==> config.mk <==
export PLATFORM = sky130hd
export DESIGN_NAME = mem_arbiter_flat
export DESIGN_NICKNAME = d
export VERILOG_FILES = /design/src/rtl/mem_arbiter_if.sv /design/src/rtl/mem_arbiter.sv /design/src/flat_wrapper.sv
export SDC_FILE = /design/constraint.sdc
export NUM_CORES = 1
export LEC_CHECK = 0
export CORE_ASPECT_RATIO = 0.5
export CORE_MARGIN = 8
export CORE_UTILIZATION = 35
export DETAILED_ROUTE_END_ITERATION = 7
export HOLD_SLACK_MARGIN = 0.06
export PLACE_DENSITY = 0.79
export SLEW_MARGIN = 20
export SYNTH_ARGS = -nofsm -noshare
export SYNTH_HDL_FRONTEND = slang
export SYNTH_SLANG_ARGS = --single-unit
==> constraint.sdc <==
create_clock -name i_clk -period 1.5 [get_ports i_clk]
set_input_delay 0.15 -clock i_clk [delete_from_list [all_inputs] [get_ports i_clk]]
set_output_delay 0.15 -clock i_clk [all_outputs]
set_load 0.03 [all_outputs]
==> src/rtl/mem_arbiter_if.sv <==
// Bus bundle between the two requesters (fetch, data), the arbiter and the
// shared single-port memory. Member names keep the arbiter-side i_/o_ view.
//
// Handshake contract: a requester raises *_valid with stable fields and holds
// them until the cycle *_ready is 1; that cycle is the transfer. The same rule
// holds for o_mem_req_valid / i_mem_req_ready. Response valids are one-cycle
// pulses with no back-pressure.
interface mem_arbiter_if;
    logic        i_ireq_valid;
    logic [31:0] i_ireq_addr;
    logic        o_ireq_ready;
    logic        o_iresp_valid;
    logic [31:0] o_iresp_rdata;

    logic        i_dreq_valid;
    logic [31:0] i_dreq_addr;
    logic        i_dreq_wen;
    logic [31:0] i_dreq_wdata;
    logic [3:0]  i_dreq_mask;
    logic        o_dreq_ready;
    logic        o_dresp_valid;
    logic [31:0] o_dresp_rdata;

    logic        o_mem_req_valid;
    logic [31:0] o_mem_addr;
    logic        o_mem_wen;
    logic [31:0] o_mem_wdata;
    logic [3:0]  o_mem_mask;
    logic        i_mem_req_ready;
    logic        i_mem_resp_valid;
    logic [31:0] i_mem_rdata;

    // Arbiter side
    modport slave (
        input  i_ireq_valid, i_ireq_addr,
        output o_ireq_ready, o_iresp_valid, o_iresp_rdata,
        input  i_dreq_valid, i_dreq_addr, i_dreq_wen, i_dreq_wdata, i_dreq_mask,
        output o_dreq_ready, o_dresp_valid, o_dresp_rdata,
        output o_mem_req_valid, o_mem_addr, o_mem_wen, o_mem_wdata, o_mem_mask,
        input  i_mem_req_ready, i_mem_resp_valid, i_mem_rdata
    );

    // Environment side (requesters plus memory)
    modport master (
        output i_ireq_valid, i_ireq_addr,
        input  o_ireq_ready, o_iresp_valid, o_iresp_rdata,
        output i_dreq_valid, i_dreq_addr, i_dreq_wen, i_dreq_wdata, i_dreq_mask,
        input  o_dreq_ready, o_dresp_valid, o_dresp_rdata,
        input  o_mem_req_valid, o_mem_addr, o_mem_wen, o_mem_wdata, o_mem_mask,
        output i_mem_req_ready, i_mem_resp_valid, i_mem_rdata
    );
endinterface

==> src/rtl/mem_arbiter.sv <==
// Two-requester arbiter in front of a shared memory with one outstanding
// transaction. Data requests win unless the fetch side has already waited
// through STARVE_LIMIT consecutive data grants.
module mem_arbiter #(
    parameter int STARVE_LIMIT = 4
) (
    input  logic          i_clk,
    input  logic          i_rst_n,
    mem_arbiter_if.slave  bus,
    output logic [1:0]    o_dbg_state
);
    localparam int CW = (STARVE_LIMIT < 1) ? 1 : $clog2(STARVE_LIMIT + 1);
    localparam logic [CW-1:0] LIMIT = CW'(STARVE_LIMIT);

    typedef enum logic [1:0] {
        ST_IDLE = 2'd0,
        ST_REQ  = 2'd1,
        ST_RESP = 2'd2
    } state_t;

    state_t        r_state;
    state_t        w_next;
    logic [CW-1:0] r_starve;
    logic [31:0]   r_addr;
    logic          r_wen;
    logic [31:0]   r_wdata;
    logic [3:0]    r_mask;
    logic          r_owner_d;   // 1 = data requester owns the transaction

    logic w_idle;
    logic w_starved;
    logic w_grant_i;
    logic w_grant_d;

    // Grants are only offered out of reset so every output stays 0 while reset is held.
    assign w_idle      = (r_state == ST_IDLE) && i_rst_n;
    assign w_starved   = (r_starve == LIMIT) && bus.i_ireq_valid;
    assign w_grant_d   = w_idle && bus.i_dreq_valid && !w_starved;
    assign w_grant_i   = w_idle && bus.i_ireq_valid && !w_grant_d;
    assign o_dbg_state = r_state;

    // State register.
    always_ff @(posedge i_clk or negedge i_rst_n) begin
        if (!i_rst_n) r_state <= ST_IDLE;
        else          r_state <= w_next;
    end

    // Latch the winning request; word-align the address on capture.
    always_ff @(posedge i_clk or negedge i_rst_n) begin
        if (!i_rst_n) begin
            r_addr    <= '0;
            r_wen     <= 1'b0;
            r_wdata   <= '0;
            r_mask    <= '0;
            r_owner_d <= 1'b0;
        end else if (w_grant_d) begin
            r_addr    <= {bus.i_dreq_addr[31:2], 2'b00};
            r_wen     <= bus.i_dreq_wen;
            r_wdata   <= bus.i_dreq_wdata;
            r_mask    <= bus.i_dreq_mask;
            r_owner_d <= 1'b1;
        end else if (w_grant_i) begin
            r_addr    <= {bus.i_ireq_addr[31:2], 2'b00};
            r_wen     <= 1'b0;
            r_wdata   <= '0;
            r_mask    <= 4'b1111;
            r_owner_d <= 1'b0;
        end
    end

    // Starvation counter: counts data grants taken while a fetch was waiting.
    always_ff @(posedge i_clk or negedge i_rst_n) begin
        if (!i_rst_n) begin
            r_starve <= '0;
        end else if (w_grant_i) begin
            r_starve <= '0;
        end else if (w_grant_d) begin
            if (!bus.i_ireq_valid)      r_starve <= '0;
            else if (r_starve != LIMIT) r_starve <= r_starve + CW'(1);
        end
    end

    // Next-state and all bus outputs.
    always_comb begin
        w_next              = r_state;
        bus.o_ireq_ready    = w_grant_i;
        bus.o_dreq_ready    = w_grant_d;
        bus.o_iresp_valid   = 1'b0;
        bus.o_iresp_rdata   = '0;
        bus.o_dresp_valid   = 1'b0;
        bus.o_dresp_rdata   = '0;
        bus.o_mem_req_valid = 1'b0;
        bus.o_mem_addr      = '0;
        bus.o_mem_wen       = 1'b0;
        bus.o_mem_wdata     = '0;
        bus.o_mem_mask      = '0;
        case (r_state)
            ST_IDLE: begin
                if (w_grant_i || w_grant_d) w_next = ST_REQ;
            end
            ST_REQ: begin
                bus.o_mem_req_valid = 1'b1;
                bus.o_mem_addr      = r_addr;
                bus.o_mem_wen       = r_wen;
                bus.o_mem_wdata     = r_wdata;
                bus.o_mem_mask      = r_mask;
                if (bus.i_mem_req_ready) begin
                    // Stores complete on acceptance; nothing comes back from memory.
                    if (r_wen) begin
                        bus.o_dresp_valid = 1'b1;
                        w_next            = ST_IDLE;
                    end else begin
                        w_next = ST_RESP;
                    end
                end
            end
            ST_RESP: begin
                if (bus.i_mem_resp_valid) begin
                    if (r_owner_d) begin
                        bus.o_dresp_valid = 1'b1;
                        bus.o_dresp_rdata = bus.i_mem_rdata;
                    end else begin
                        bus.o_iresp_valid = 1'b1;
                        bus.o_iresp_rdata = bus.i_mem_rdata;
                    end
                    w_next = ST_IDLE;
                end
            end
            default: w_next = ST_IDLE;
        endcase
    end
endmodule

==> src/flat_wrapper.sv <==
// flat-port wrapper written by rule: the top's interface ports become plain ports
module mem_arbiter_flat 
#(
    parameter int STARVE_LIMIT = 4
)
  (i_clk, i_rst_n, o_dbg_state, bus_i_ireq_valid, bus_i_ireq_addr, bus_o_ireq_ready, bus_o_iresp_valid, bus_o_iresp_rdata, bus_i_dreq_valid, bus_i_dreq_addr, bus_i_dreq_wen, bus_i_dreq_wdata, bus_i_dreq_mask, bus_o_dreq_ready, bus_o_dresp_valid, bus_o_dresp_rdata, bus_o_mem_req_valid, bus_o_mem_addr, bus_o_mem_wen, bus_o_mem_wdata, bus_o_mem_mask, bus_i_mem_req_ready, bus_i_mem_resp_valid, bus_i_mem_rdata);
  mem_arbiter_if bus_i ();
  input  logic i_clk;
  input  logic i_rst_n;
  output logic [1:0] o_dbg_state;
  input wire logic [$bits(bus_i.i_ireq_valid)-1:0] bus_i_ireq_valid;
  input wire logic [$bits(bus_i.i_ireq_addr)-1:0] bus_i_ireq_addr;
  output wire logic [$bits(bus_i.o_ireq_ready)-1:0] bus_o_ireq_ready;
  output wire logic [$bits(bus_i.o_iresp_valid)-1:0] bus_o_iresp_valid;
  output wire logic [$bits(bus_i.o_iresp_rdata)-1:0] bus_o_iresp_rdata;
  input wire logic [$bits(bus_i.i_dreq_valid)-1:0] bus_i_dreq_valid;
  input wire logic [$bits(bus_i.i_dreq_addr)-1:0] bus_i_dreq_addr;
  input wire logic [$bits(bus_i.i_dreq_wen)-1:0] bus_i_dreq_wen;
  input wire logic [$bits(bus_i.i_dreq_wdata)-1:0] bus_i_dreq_wdata;
  input wire logic [$bits(bus_i.i_dreq_mask)-1:0] bus_i_dreq_mask;
  output wire logic [$bits(bus_i.o_dreq_ready)-1:0] bus_o_dreq_ready;
  output wire logic [$bits(bus_i.o_dresp_valid)-1:0] bus_o_dresp_valid;
  output wire logic [$bits(bus_i.o_dresp_rdata)-1:0] bus_o_dresp_rdata;
  output wire logic [$bits(bus_i.o_mem_req_valid)-1:0] bus_o_mem_req_valid;
  output wire logic [$bits(bus_i.o_mem_addr)-1:0] bus_o_mem_addr;
  output wire logic [$bits(bus_i.o_mem_wen)-1:0] bus_o_mem_wen;
  output wire logic [$bits(bus_i.o_mem_wdata)-1:0] bus_o_mem_wdata;
  output wire logic [$bits(bus_i.o_mem_mask)-1:0] bus_o_mem_mask;
  input wire logic [$bits(bus_i.i_mem_req_ready)-1:0] bus_i_mem_req_ready;
  input wire logic [$bits(bus_i.i_mem_resp_valid)-1:0] bus_i_mem_resp_valid;
  input wire logic [$bits(bus_i.i_mem_rdata)-1:0] bus_i_mem_rdata;
  assign bus_i.i_ireq_valid = bus_i_ireq_valid;
  assign bus_i.i_ireq_addr = bus_i_ireq_addr;
  assign bus_o_ireq_ready = bus_i.o_ireq_ready;
  assign bus_o_iresp_valid = bus_i.o_iresp_valid;
  assign bus_o_iresp_rdata = bus_i.o_iresp_rdata;
  assign bus_i.i_dreq_valid = bus_i_dreq_valid;
  assign bus_i.i_dreq_addr = bus_i_dreq_addr;
  assign bus_i.i_dreq_wen = bus_i_dreq_wen;
  assign bus_i.i_dreq_wdata = bus_i_dreq_wdata;
  assign bus_i.i_dreq_mask = bus_i_dreq_mask;
  assign bus_o_dreq_ready = bus_i.o_dreq_ready;
  assign bus_o_dresp_valid = bus_i.o_dresp_valid;
  assign bus_o_dresp_rdata = bus_i.o_dresp_rdata;
  assign bus_o_mem_req_valid = bus_i.o_mem_req_valid;
  assign bus_o_mem_addr = bus_i.o_mem_addr;
  assign bus_o_mem_wen = bus_i.o_mem_wen;
  assign bus_o_mem_wdata = bus_i.o_mem_wdata;
  assign bus_o_mem_mask = bus_i.o_mem_mask;
  assign bus_i.i_mem_req_ready = bus_i_mem_req_ready;
  assign bus_i.i_mem_resp_valid = bus_i_mem_resp_valid;
  assign bus_i.i_mem_rdata = bus_i_mem_rdata;
  mem_arbiter #(.STARVE_LIMIT(STARVE_LIMIT)) u_core (.i_clk(i_clk), .i_rst_n(i_rst_n), .bus(bus_i), .o_dbg_state(o_dbg_state));
endmodule
==> results.toml <==
[timing]
fin_tns_setup_ns = -69.80
fmax_mhz = 515
fin_ws_ns = -0.442
fin_crit_ns = 1.94
setup_viol = 209
rsz0062_at_grt = "true"
min_period_over_period = 1.29
hold_violations = 0
fin_skew_ns = 0.00933
drv_slew = 0

[pwr]
power_density_mw_per_mm2 = 1740
clockPowerShare = 0.139
p_leak_nw = 4.92
combPwrFrac = 0.646
p_seq_frac = 0.215
power_w = 0.0165
switching_share = 0.386
p_int_w = 0.0101
power.switching_w = 0.00636
irDropWorstVdd_v = 0.00103

[final_layout]
layout.area.seq_mm2 = 0.00183
fin_nets = 918
layout_common_cells = "162 x buf_6, 133 x clkdlybuf4s50_1, 129 x and2_4"
layout_commonest_cell = "buf_6"
stdcell_area_mm2 = 0.00947
fill_cells = 749
drive_gt1_frac = 0.569
antennaDiodeCount = 0
multi_input_comb_area_mm2 = 0.00291
area_delta_synth_final_pct = 104

[floorplanning]
io_pins = 279
core_area_mm2 = 0.0128
rows = 29
start_util = 0.363
dieWidth_um = 179
die_y_um = 97.5
dieArea_mm2 = 0.0174

[global_routing]
grt-ovfl-total = 0
antenna_found_initial = 0
grt_pass1_vias = 4702
grt_max_degree = 30
grt_usage = 0.200
grt_pass1_wl_um = 27300

[setup_path]
required_ns = 1.35
worstPathArrival_ns = 1.79
crit_slowest_cell = "dfrtp_2"
crit_family = "buffers and inverters"
startpoint_type = "flip-flop"
path_common_cell = "buf_6"
reg2reg_slack_ns = -0.41
path_cells = "inv_4 > buf_6 > ha_4 > buf_6 > and2_4 > a21oi_2 > nor2b_2 > buf_6"
path_buf_inv = 4
critical_path.max_fanout = 4
worstSetupPathType = "flip-flop to output port"
crit_path_max_incr_delay_ns = 0.45
cp-end-kind = "output port"

[cts]
clkSinkCount = 73
root_buffer = "clkbuf_16"
h-tree-depth = 3
clk_pin_slew_ns = 0.06
clockBufferDepth = 2
tritoncts = "yes"
clock_latency_ns = 0.34
numCtsBuffers = 9

[detailed_routing]
first_pass_iters = 4
finalWirelength_um = 21300
ant_nets = 0
drt-initial-drc-count = 149
vias = 4548
avgRoutedWirePerCell_um = 22.5
drc_errors = 0
vias_per_cell = 4.80

[yosys]
synth_area_mm2 = 0.00465
synth_flop_cell = "dfrtp_1"
ys_ff_latch = 73
synth_cell_type_count = 29
synth_edf_count = 0
async_flop_share = 1.00
syn_area_per_cell_um2 = 10.5
synth-seq-area-share = 0.393
synth_cells = 441
yosys_warnings = 0

[placed_design]
place_area_mm2 = 0.00775
hpwl_um = 12900
globalplace.congestion = 0.787
port_buffers = 272

[run_status]
violations = "negative setup slack"
outcome = "finished with violations"

[run]
cap_viol_max_count = 0

[min_path]
hp-class = "input pin to async pin"
## per-stage QoR
| step | utilization | setup WS (ns) | hold WS, ns | instances |
|---|---|---|---|---|
| after floorplan | - | -0.189 | -0.146 | 442 |
| after global placement | 0.605 | -0.235 | -0.0328 | 890 |
| after detailed placement | 0.605 | -0.250 | -0.0312 | 890 |
| after CTS | 0.681 | -0.360 | 0.233 | 922 |
| after global routing | 0.739 | -0.499 | 0.248 | 948 |
| final | 0.739 | -0.442 | 0.259 | 948 |
## cells in the mapped netlist (2+ instances only)
cell	count	area share
mux2_2	3	0.0073
buf_6	8	0.019
ha_1	6	0.016
inv_1	40	0.032
clkbuf_1	13	0.011
dfrtp_1	73	0.39
and2_1	131	0.18
buf_4	5	0.0081
buf_2	5	0.0054
mux2_4	54	0.17
mux2_1	8	0.019
mux2i_1	35	0.075
nand2b_1	5	0.0067
nand2_1	39	0.032
nor2_1	2	0.0016
## worst reg2reg max path: stages, from the launching register on
cell       delay (ns)
dfrtp_2          0.45
inv_4            0.07
buf_4            0.11
ha_4             0.17
nand4_1          0.19
buf_6            0.20
buf_12           0.14
clkbuf_16        0.17
mux2_4           0.29
## path summary, 6_finish.rpt
| check | from | end | cells past startpoint |
|---|---|---|---|
| max | u_core.o_dbg_state[1]$_DFFE_PN0P_ | bus_o_dresp_valid | 8 |
| min | i_rst_n | u_core.r_starve[0]$_DFFE_PN0P_ | 2 |
| max reg2reg | u_core.o_dbg_state[1]$_DFFE_PN0P_ | u_core.r_addr[26]$_DFFE_PN0P_ | 8 |
| min reg2reg | u_core.r_wdata[28]$_DFFE_PN0P_ | u_core.r_wdata[28]$_DFFE_PN0P_ | 2 |
| max in group asynchronous | i_rst_n | u_core.r_addr[31]$_DFFE_PN0P_ | 4 |
| min in group i_clk | bus_i_dreq_wdata[11] | u_core.r_wdata[11]$_DFFE_PN0P_ | 3 |
## power by group through the flow
stage                     clock network (W)  logic, W  registers [W]
after floorplan                           0   0.00527        0.00327
after global placement                    0   0.00774        0.00338
after detailed placement                  0   0.00791        0.00337
after CTS                           0.00229   0.00888        0.00339
after global routing                0.00241    0.0111        0.00362
final                               0.00229    0.0106        0.00355
## state kept, by name (all words and copies together) (netlist names)
| name | count |
|---|---|
| u_core.r_addr | 30 |
| u_core.r_wdata | 32 |
| u_core.r_mask | 4 |
| u_core.r_starve | 3 |
| u_core.r_owner_d | 1 |
| u_core.o_dbg_state | 2 |
| u_core.r_wen | 1 |
## per-layer routing
metal	vias up	global-route usage	wire (um)
met4	0	0.0720	727
met3	48	0.0431	993
met1	2261	0.218	8330
li1	2064	-	-
met5	-	0	0
met2	175	0.371	11200
## area by class of cell
class                      instances  area share
timing repair buffer             351       0.427
multi-input combinational        297       0.307
sequential                        73       0.193
clock buffer                       9      0.0238
tap                              170      0.0225
inverter                          41      0.0173
clock inverter                     7     0.00885
## repair_timing
action,in CTS,in global routing
resized for setup,129,136
cloned,4,11
setup endpoints to repair,204,211
setup buffers,12,17
hold buffers,1,0
pin swaps,16,6
hold endpoints to repair,44,0
## cell families (layout without fill, tap and decap cells)
logic type                 Yosys count  in the layout  share of synthesized area
AOI/OAI and AO/OA                    6              6                    0.00969
xor gates and xnor gates             1              1                    0.00189
adders and majority gates            6              6                     0.0162
buffers and inverters               72            408                     0.0765
DFF                                 73             73                      0.393
muxes                              100            100                      0.277
other                                1              2                   0.000807
and+or+nand+nor                    182            182                      0.225
(Power assumes the default switching activity.)
